$ cat src/rtl/ball_engine.sv
// Breakout ball engine: moves the ball on each frame tick, then walks the brick map
// one brick per clock looking for the first collision. Also tracks serve, lives, speed and end states.
module ball_engine #(
    parameter int unsigned SCREEN_W    = 640,
    parameter int unsigned SCREEN_H    = 480,
    parameter int unsigned BALL_SIZE   = 7,
    parameter int unsigned ROWS        = 2,
    parameter int unsigned COLS        = 5,
    parameter int unsigned BLOCK_W     = 80,
    parameter int unsigned BLOCK_H     = 30,
    parameter int unsigned SPACING_X   = 40,
    parameter int unsigned FIRST_ROW_Y = 40,
    parameter int unsigned ROW_PITCH   = 50,
    parameter int unsigned PADDLE_W    = 100,
    parameter int unsigned PADDLE_Y    = 440,
    parameter int unsigned LIVES       = 3,
    parameter int unsigned SPEEDUP_N   = 4
) (
    input  logic       i_clk,
    input  logic       i_reset_n,
    input  logic       i_tick,
    input  logic       i_serve,
    input  logic [9:0] i_paddle_x,
    output logic [9:0] o_x_out,
    output logic [9:0] o_y_out,
    output logic       o_erase_enable,
    output logic [5:0] o_e_pos,
    output logic       o_play_sound1,
    output logic       o_play_sound2,
    output logic [1:0] o_lives,
    output logic       o_win,
    output logic       o_game_over
);
    localparam int unsigned NBRICKS    = ROWS * COLS;
    localparam logic [63:0] ALL_BRICKS = (NBRICKS >= 64) ? {64{1'b1}} :
                                         ((64'd1 << NBRICKS) - 64'd1);
    localparam logic [10:0] BS      = 11'(BALL_SIZE);
    localparam logic [10:0] XMAX    = 11'(SCREEN_W - BALL_SIZE);
    localparam logic [9:0]  RESET_X = 10'(SCREEN_W / 2 - PADDLE_W / 2);
    localparam logic [9:0]  SERVE_Y = 10'(PADDLE_Y - 10);

    typedef enum logic [2:0] {StServe, StMove, StScan, StWin, StOver} state_e;

    state_e             r_state;
    logic [9:0]         r_x, r_y;
    logic signed [2:0]  r_dx, r_dy;
    logic [6:0]         r_erased;
    logic [1:0]         r_lives;
    logic [63:0]        r_bricks;
    logic [5:0]         r_k, r_row, r_col;
    logic               r_erase, r_snd1, r_snd2, r_win, r_over;
    logic [5:0]         r_e_pos;

    logic [10:0]        w_x, w_y, w_xp, w_xm, w_yp, w_ym;
    logic [10:0]        w_padl, w_padr, w_srv_sum;
    logic [9:0]         w_serve_x;
    logic signed [2:0]  w_spd, w_dx_n, w_dy_n;
    logic               w_left, w_right, w_top, w_paddle, w_pad_hit, w_lost;
    logic [10:0]        w_bx, w_bx_r, w_by, w_by_b;
    logic               w_side, w_tb, w_hit;
    logic [63:0]        w_clr;

    // All collision math is 11-bit unsigned; the low-side edge saturates at 0.
    assign w_x  = {1'b0, r_x};
    assign w_y  = {1'b0, r_y};
    assign w_xp = w_x + BS;
    assign w_yp = w_y + BS;
    assign w_xm = (w_x >= BS) ? w_x - BS : 11'd0;
    assign w_ym = (w_y >= BS) ? w_y - BS : 11'd0;

    assign w_spd = (r_erased >= 7'(SPEEDUP_N)) ? 3'sd2 : 3'sd1;

    assign w_padl    = {1'b0, i_paddle_x};
    assign w_padr    = w_padl + 11'(PADDLE_W);
    assign w_srv_sum = w_padl + 11'(PADDLE_W / 2);
    assign w_serve_x = (w_srv_sum > XMAX) ? XMAX[9:0] : w_srv_sum[9:0];

    assign w_left    = (r_x == 10'd0);
    assign w_right   = (w_x >= XMAX);
    assign w_top     = (w_y <= 11'd1);
    assign w_lost    = (w_y > 11'(SCREEN_H - BALL_SIZE));
    assign w_paddle  = (w_padl < w_x) && (w_x < w_padr) && (w_yp >= 11'(PADDLE_Y - 1)) &&
                       (w_ym < 11'(PADDLE_Y)) && (r_dy > 3'sd0);
    assign w_pad_hit = w_paddle && !w_top;

    // Directions are set to absolute values so a ball can never stick inside a wall.
    always_comb begin
        w_dx_n = r_dx;
        if (w_left) begin
            w_dx_n = w_spd;
        end else if (w_right) begin
            w_dx_n = -w_spd;
        end
        w_dy_n = r_dy;
        if (w_top) begin
            w_dy_n = w_spd;
        end else if (w_paddle) begin
            w_dy_n = -w_spd;
        end
    end

    assign w_bx   = 11'(SPACING_X) + 11'(r_col) * 11'(BLOCK_W + SPACING_X);
    assign w_bx_r = w_bx + 11'(BLOCK_W);
    assign w_by   = 11'(FIRST_ROW_Y) + 11'(r_row) * 11'(ROW_PITCH);
    assign w_by_b = w_by + 11'(BLOCK_H);

    assign w_side = (w_by < w_y) && (w_y < w_by_b) &&
                    (((w_xp > w_bx) && (w_xm < w_bx)) || ((w_xp > w_bx_r) && (w_xm < w_bx_r)));
    assign w_tb   = (w_bx < w_x) && (w_x < w_bx_r) &&
                    (((w_yp > w_by) && (w_ym < w_by)) || ((w_yp > w_by_b) && (w_ym < w_by_b)));
    assign w_hit  = r_bricks[r_k] && (w_side || w_tb);
    assign w_clr  = r_bricks & ~(64'd1 << r_k);

    always_ff @(posedge i_clk) begin
        if (!i_reset_n) begin
            r_state  <= StServe;
            r_x      <= RESET_X;
            r_y      <= SERVE_Y;
            r_dx     <= '0;
            r_dy     <= '0;
            r_erased <= '0;
            r_lives  <= 2'(LIVES);
            r_bricks <= ALL_BRICKS;
            r_k      <= '0;
            r_row    <= '0;
            r_col    <= '0;
            r_erase  <= 1'b0;
            r_e_pos  <= '0;
            r_snd1   <= 1'b0;
            r_snd2   <= 1'b0;
            r_win    <= 1'b0;
            r_over   <= 1'b0;
        end else begin
            r_erase <= 1'b0;
            r_snd1  <= 1'b0;
            r_snd2  <= 1'b0;
            unique case (r_state)
                StServe: begin
                    if (i_tick) begin
                        r_x <= w_serve_x;
                        r_y <= SERVE_Y;
                        if (i_serve) begin
                            r_dx    <= -w_spd;
                            r_dy    <= -w_spd;
                            r_state <= StMove;
                        end
                    end
                end
                StMove: begin
                    if (i_tick) begin
                        if (w_lost) begin
                            r_snd2  <= 1'b1;
                            r_lives <= r_lives - 2'd1;
                            if (r_lives == 2'd1) begin
                                r_state <= StOver;
                                r_over  <= 1'b1;
                            end else begin
                                r_state <= StServe;
                            end
                        end else begin
                            r_dx    <= w_dx_n;
                            r_dy    <= w_dy_n;
                            r_x     <= r_x + {{7{w_dx_n[2]}}, w_dx_n};
                            r_y     <= r_y + {{7{w_dy_n[2]}}, w_dy_n};
                            r_snd1  <= w_left || w_right || w_top;
                            r_snd2  <= w_pad_hit;
                            r_k     <= '0;
                            r_row   <= '0;
                            r_col   <= '0;
                            r_state <= StScan;
                        end
                    end
                end
                StScan: begin
                    if (w_hit) begin
                        if (w_side) r_dx <= -r_dx;
                        if (w_tb) r_dy <= -r_dy;
                        r_bricks <= w_clr;
                        r_erase  <= 1'b1;
                        r_e_pos  <= r_k;
                        r_snd1   <= 1'b1;
                        if (r_erased < 7'(SPEEDUP_N)) r_erased <= r_erased + 7'd1;
                        if (w_clr == 64'd0) begin
                            r_state <= StWin;
                            r_win   <= 1'b1;
                        end else begin
                            r_state <= StMove;
                        end
                    end else if (r_k == 6'(NBRICKS - 1)) begin
                        if (r_bricks == 64'd0) begin
                            r_state <= StWin;
                            r_win   <= 1'b1;
                        end else begin
                            r_state <= StMove;
                        end
                    end else begin
                        r_k <= r_k + 6'd1;
                        if (r_col == 6'(COLS - 1)) begin
                            r_col <= '0;
                            r_row <= r_row + 6'd1;
                        end else begin
                            r_col <= r_col + 6'd1;
                        end
                    end
                end
                StWin, StOver: ;
                default: r_state <= StServe;
            endcase
        end
    end

    assign o_x_out        = r_x;
    assign o_y_out        = r_y;
    assign o_erase_enable = r_erase;
    assign o_e_pos        = r_e_pos;
    assign o_play_sound1  = r_snd1;
    assign o_play_sound2  = r_snd2;
    assign o_lives        = r_lives;
    assign o_win          = r_win;
    assign o_game_over    = r_over;
endmodule

$ cat config.mk
export PLATFORM = sky130hd
export DESIGN_NAME = ball_engine
export DESIGN_NICKNAME = d
export VERILOG_FILES = /design/src/rtl/ball_engine.sv
export SDC_FILE = /design/constraint.sdc
export NUM_CORES = 1
export LEC_CHECK = 0
export ABC_AREA = 1
export BUFFER_PORTS_ARGS = -buffer_cell sky130_fd_sc_hd__buf_2
export CAP_MARGIN = 10
export CELL_PAD_IN_SITES_DETAIL_PLACEMENT = 1
export CELL_PAD_IN_SITES_GLOBAL_PLACEMENT = 1
export CORE_MARGIN = 5
export CORE_UTILIZATION = 46
export DETAILED_ROUTE_END_ITERATION = 7
export GPL_TIMING_DRIVEN = 0
export HOLD_SLACK_MARGIN = 0.06
export PLACE_DENSITY_LB_ADDON = 0.1
export SYNTH_ARGS = -nofsm -noshare
export SYNTH_HDL_FRONTEND = slang
export SYNTH_SLANG_ARGS = --single-unit
$ cat constraint.sdc
create_clock -name i_clk -period 5.4 [get_ports i_clk]
set_clock_uncertainty 0.15 [all_clocks]
set_input_delay 0.81 -clock i_clk [delete_from_list [all_inputs] [get_ports i_clk]]
set_output_delay 0.81 -clock i_clk [all_outputs]
set_load 0.005 [all_outputs]
==> impl_metrics.csv <==
group,metric,value,unit
min_path,hold_class,"reg -> reg",
routing,wl_met3,2680,um
setup_path,worstSetupPathType,"reg -> reg",
timing,final_hold_viol_count,0,
die,die_area,31700,um2
clocking,numCtsBuffers,17,
clocking,cts-root-buf,"clkbuf_16",
place,gp_congestion,0.950,
power_and_ir_drop,power_leakage,7.40,nW
final_layout,final_cell_area,14900,um2
routing,met2_length,22900,um
clocking,cts.sinks,131,
final_layout,drive_gt1_share,11.3,%
setup_path,reg2reg_depth,31,
job,maxCapViolCount,0,
timing,rsz0062_at_grt,"true",
synth,synth_nets,2154,
final_layout,final_nets,2247,
timing,fin_crit_sh,98.4,%
routing,drt_iter0_drc,962,
synth,yosys_warnings,0,
clocking,ctsHoldBuffers,0,
setup_path,cpPeakStageDelay,600,ps
setup_path,cp-end-kind,"register",
setup_path,crit_path_top_delay_cell,"fa_2",
place,placed_area,13700,um2
final_layout,final-seq-area,2650,um2
global_routing,grt_max_degree,17,
min_path,holdPathStages,2,
global_routing,grt_pass1_vias,14429,
synth,synth_cells,1938,
clocking,worstSkewPairLatency,440,ps
timing,max_slew_margin,36.0,%
routing,wirelength_met1,20300,um
final_layout,multi_input_area,9300,um2
power_and_ir_drop,max-vdd-ir-drop,0.287,mV
routing,drc,0,
die,chipWidth,178,um
setup_path,arrival,5440,ps
clocking,htreeDepth,4,
die,dieHeight,178,um
timing,setup_viol,0,
synth,synthTopCellsByArea,"dfxtp_1, ha_1, nand2_1",
global_routing,antenna_found_initial,1,
power_and_ir_drop,p_per_area,413,nW/um2
routing,highest_layer,"met4",
global_routing,overflow,0,
setup_path,crit_path_start_kind,"register",
clocking,path_clk_slew,60,ps
synth,synth_ff_type,"dfxtp_1",
timing,finalMaxSlewViolations,0,
timing,worstMarginPinSlew,960,ps
status,outcome,"completed",
power_and_ir_drop,total_power,6.16,mW
synth,ys_seq_area_share,20.2,%
die,rows,61,
timing,final.setup.tns,0,ps
routing,first_pass_iters,5,
place,dp_hpwl,36100,um
routing,antenna_left,0,
routing,wirelength,47800,um
setup_path,cp_max_fo,8,
die,core_area,27800,um2
timing,fmax,188,MHz
final_layout,utilization,53.6,%
synth,synth_top_area_share,20.2,%
synth,synth_area,13000,um2
final_layout,fillers,3801,
global_routing,grt_first_pass_wirelength,74400,um
timing,period_needed,5310,ps
synth,synth-edff-count,0,
setup_path,crit_top_cell,"nand2_4",
synth,synth.avg_cell_area,6.69,um2
clocking,clockBufferDepth,2,
final_layout,syn_to_final_growth,14.9,%
synth,synth_top_area_cell,"dfxtp_1",
setup_path,crit_required,5530,ps
synth,ys_types,56,
clocking,cts_tree,"done",
global_routing,grt.total_usage,29.3,%
routing,via_per_inst,5.82,
routing,wl_per_cell,19.7,um
place,port_buffers,45,
synth,ys_ff_latch,131,
routing,vias,14102,
die,ioPinCount,47,
die,initial_utilization,46.7,%
synth,ys_async_sr_fraction,0,%
-- cell usage in the layout (no fill, tap or decap), types with 5 or more instances in the layout --
master,count
a211oi_1,6
a21oi_1,130
a21oi_2,5
a221oi_1,11
a31oi_1,8
buf_2,51
buf_4,27
buf_6,9
clkbuf_1,46
clkbuf_16,17
clkinvlp_4,5
dfxtp_1,120
dfxtp_4,7
fa_1,9
ha_1,179
ha_4,9
inv_1,284
inv_2,10
nand2_1,348
nand2_2,18
nand2_4,9
nand3_1,120
nand3_2,5
nand4_1,55
nor2_1,155
nor2_2,9
nor3_1,25
nor4_1,23
o211ai_1,62
o21a_1,6
o21ai_0,108
o21ai_1,5
o21bai_1,5
o22ai_1,20
xnor2_1,6
xor2_1,45
xor2_2,5
-- synthesized netlist by cell type (all sizes together), types with 2 or more instances --
library cell / n
nand3b: 3
a211oi: 6
xor2: 50
o22ai: 20
o21ai: 118
o31ai: 3
nand3: 125
or2: 4
fa: 12
a21o: 2
clkbuf: 44
and2: 2
nor3: 27
o211ai: 62
nor4: 23
a22o: 4
clkinv: 4
a21boi: 3
or4: 3
a21oi: 136
a31oi: 8
nand2: 375
o21bai: 5
dfxtp: 131
ha: 190
a221oi: 11
nor2: 166
inv: 298
o21a: 6
a2111oi: 2
nand4: 55
o221ai: 2
xnor2: 9
o2111ai: 4
buf: 19
-- power by group --
group	total (mW)	internal, mW	switching [mW]	leakage (nW)
sequential	1.28	1.07	0.214	1.07
combinational	3.78	1.29	2.49	6.07
clock	1.10	0.606	0.495	0.258
-- flip-flops by register name (all words and copies together), names as in the netlist --
register,count
o_win,1
o_game_over,1
o_play_sound2,1
r_erased,7
o_x_out,10
r_dx,3
o_lives,2
r_row,6
r_bricks,64
r_state,3
o_erase_enable,1
o_play_sound1,1
r_dy,3
o_e_pos,6
o_y_out,10
r_k,6
r_col,6
-- metrics by stage --
| step | cells | hold slack [ps] | setup slack, ps |
|---|---|---|---|
| 2_1_floorplan | 1938 | 251 | 587 |
| 3_3_place_gp | 2361 | 263 | -574 |
| 3_5_place_dp | 2361 | 266 | -701 |
| 4_1_cts | 2400 | 275 | 0.680 |
| 5_1_grt | 2423 | 295 | -119 |
| 6_report | 2423 | 270 | 85.7 |
-- timing repair --
| action | in CTS | in global routing |
|---|---|---|
| endpoints found under the setup margin | 103 | 104 |
| gates resized for setup | 50 | 77 |
| buffers inserted | 7 | 22 |
| pin swaps | 6 | 18 |
-- final timing paths --
path / from / endpoint / slack [ps]
max: r_row[1] / r_k[2] / 90
max reg2reg: r_row[1] / r_k[2] / 90
min reg2reg: r_erased[4] / r_erased[4] / 270
min: r_erased[4] / r_erased[4] / 270
-- critical path, delay by kind of cell (launching register included) --
kind | cells | cell delay (ps)
adders and majority gates | 5 | 1620
and+or+nand+nor | 17 | 1920
DFF | 1 | 380
xor gates and xnor gates | 1 | 210
buffers and inverters | 5 | 370
AOI/OAI and AO/OA | 3 | 510
-- kinds of logic (layout without fill, tap and decap cells) --
family / Yosys count / after routing / share of synthesized area, %
adders and majority gates: 202 / 202 / 20.2
and+or+nand+nor: 784 / 784 / 26.5
other: 1 / 2 / 0.0289
xor gates and xnor gates: 59 / 59 / 4.04
buffers and inverters: 365 / 471 / 11.0
AOI/OAI and AO/OA: 396 / 396 / 18.1
DFF: 131 / 131 / 20.2
-- area by class of cell --
type                       instances  area share, %
multi-input combinational       1442           62.4
timing repair buffer              74           3.10
inverter                         302           7.73
buffer                            63           2.10
sequential                       131           17.8
clock buffer                      20           3.00
antenna                            1         0.0168
clock inverter                    12          0.655
tap                              378           3.17
-- layer usage --
layer / up-vias / global-route usage [%]
met1: 6838 / 35.9
li1: 6735 / -
met2: 409 / 50.6
met3: 120 / 5.18
met5: - / 0
met4: 0 / 12.2
(Power assumes the default switching activity.)
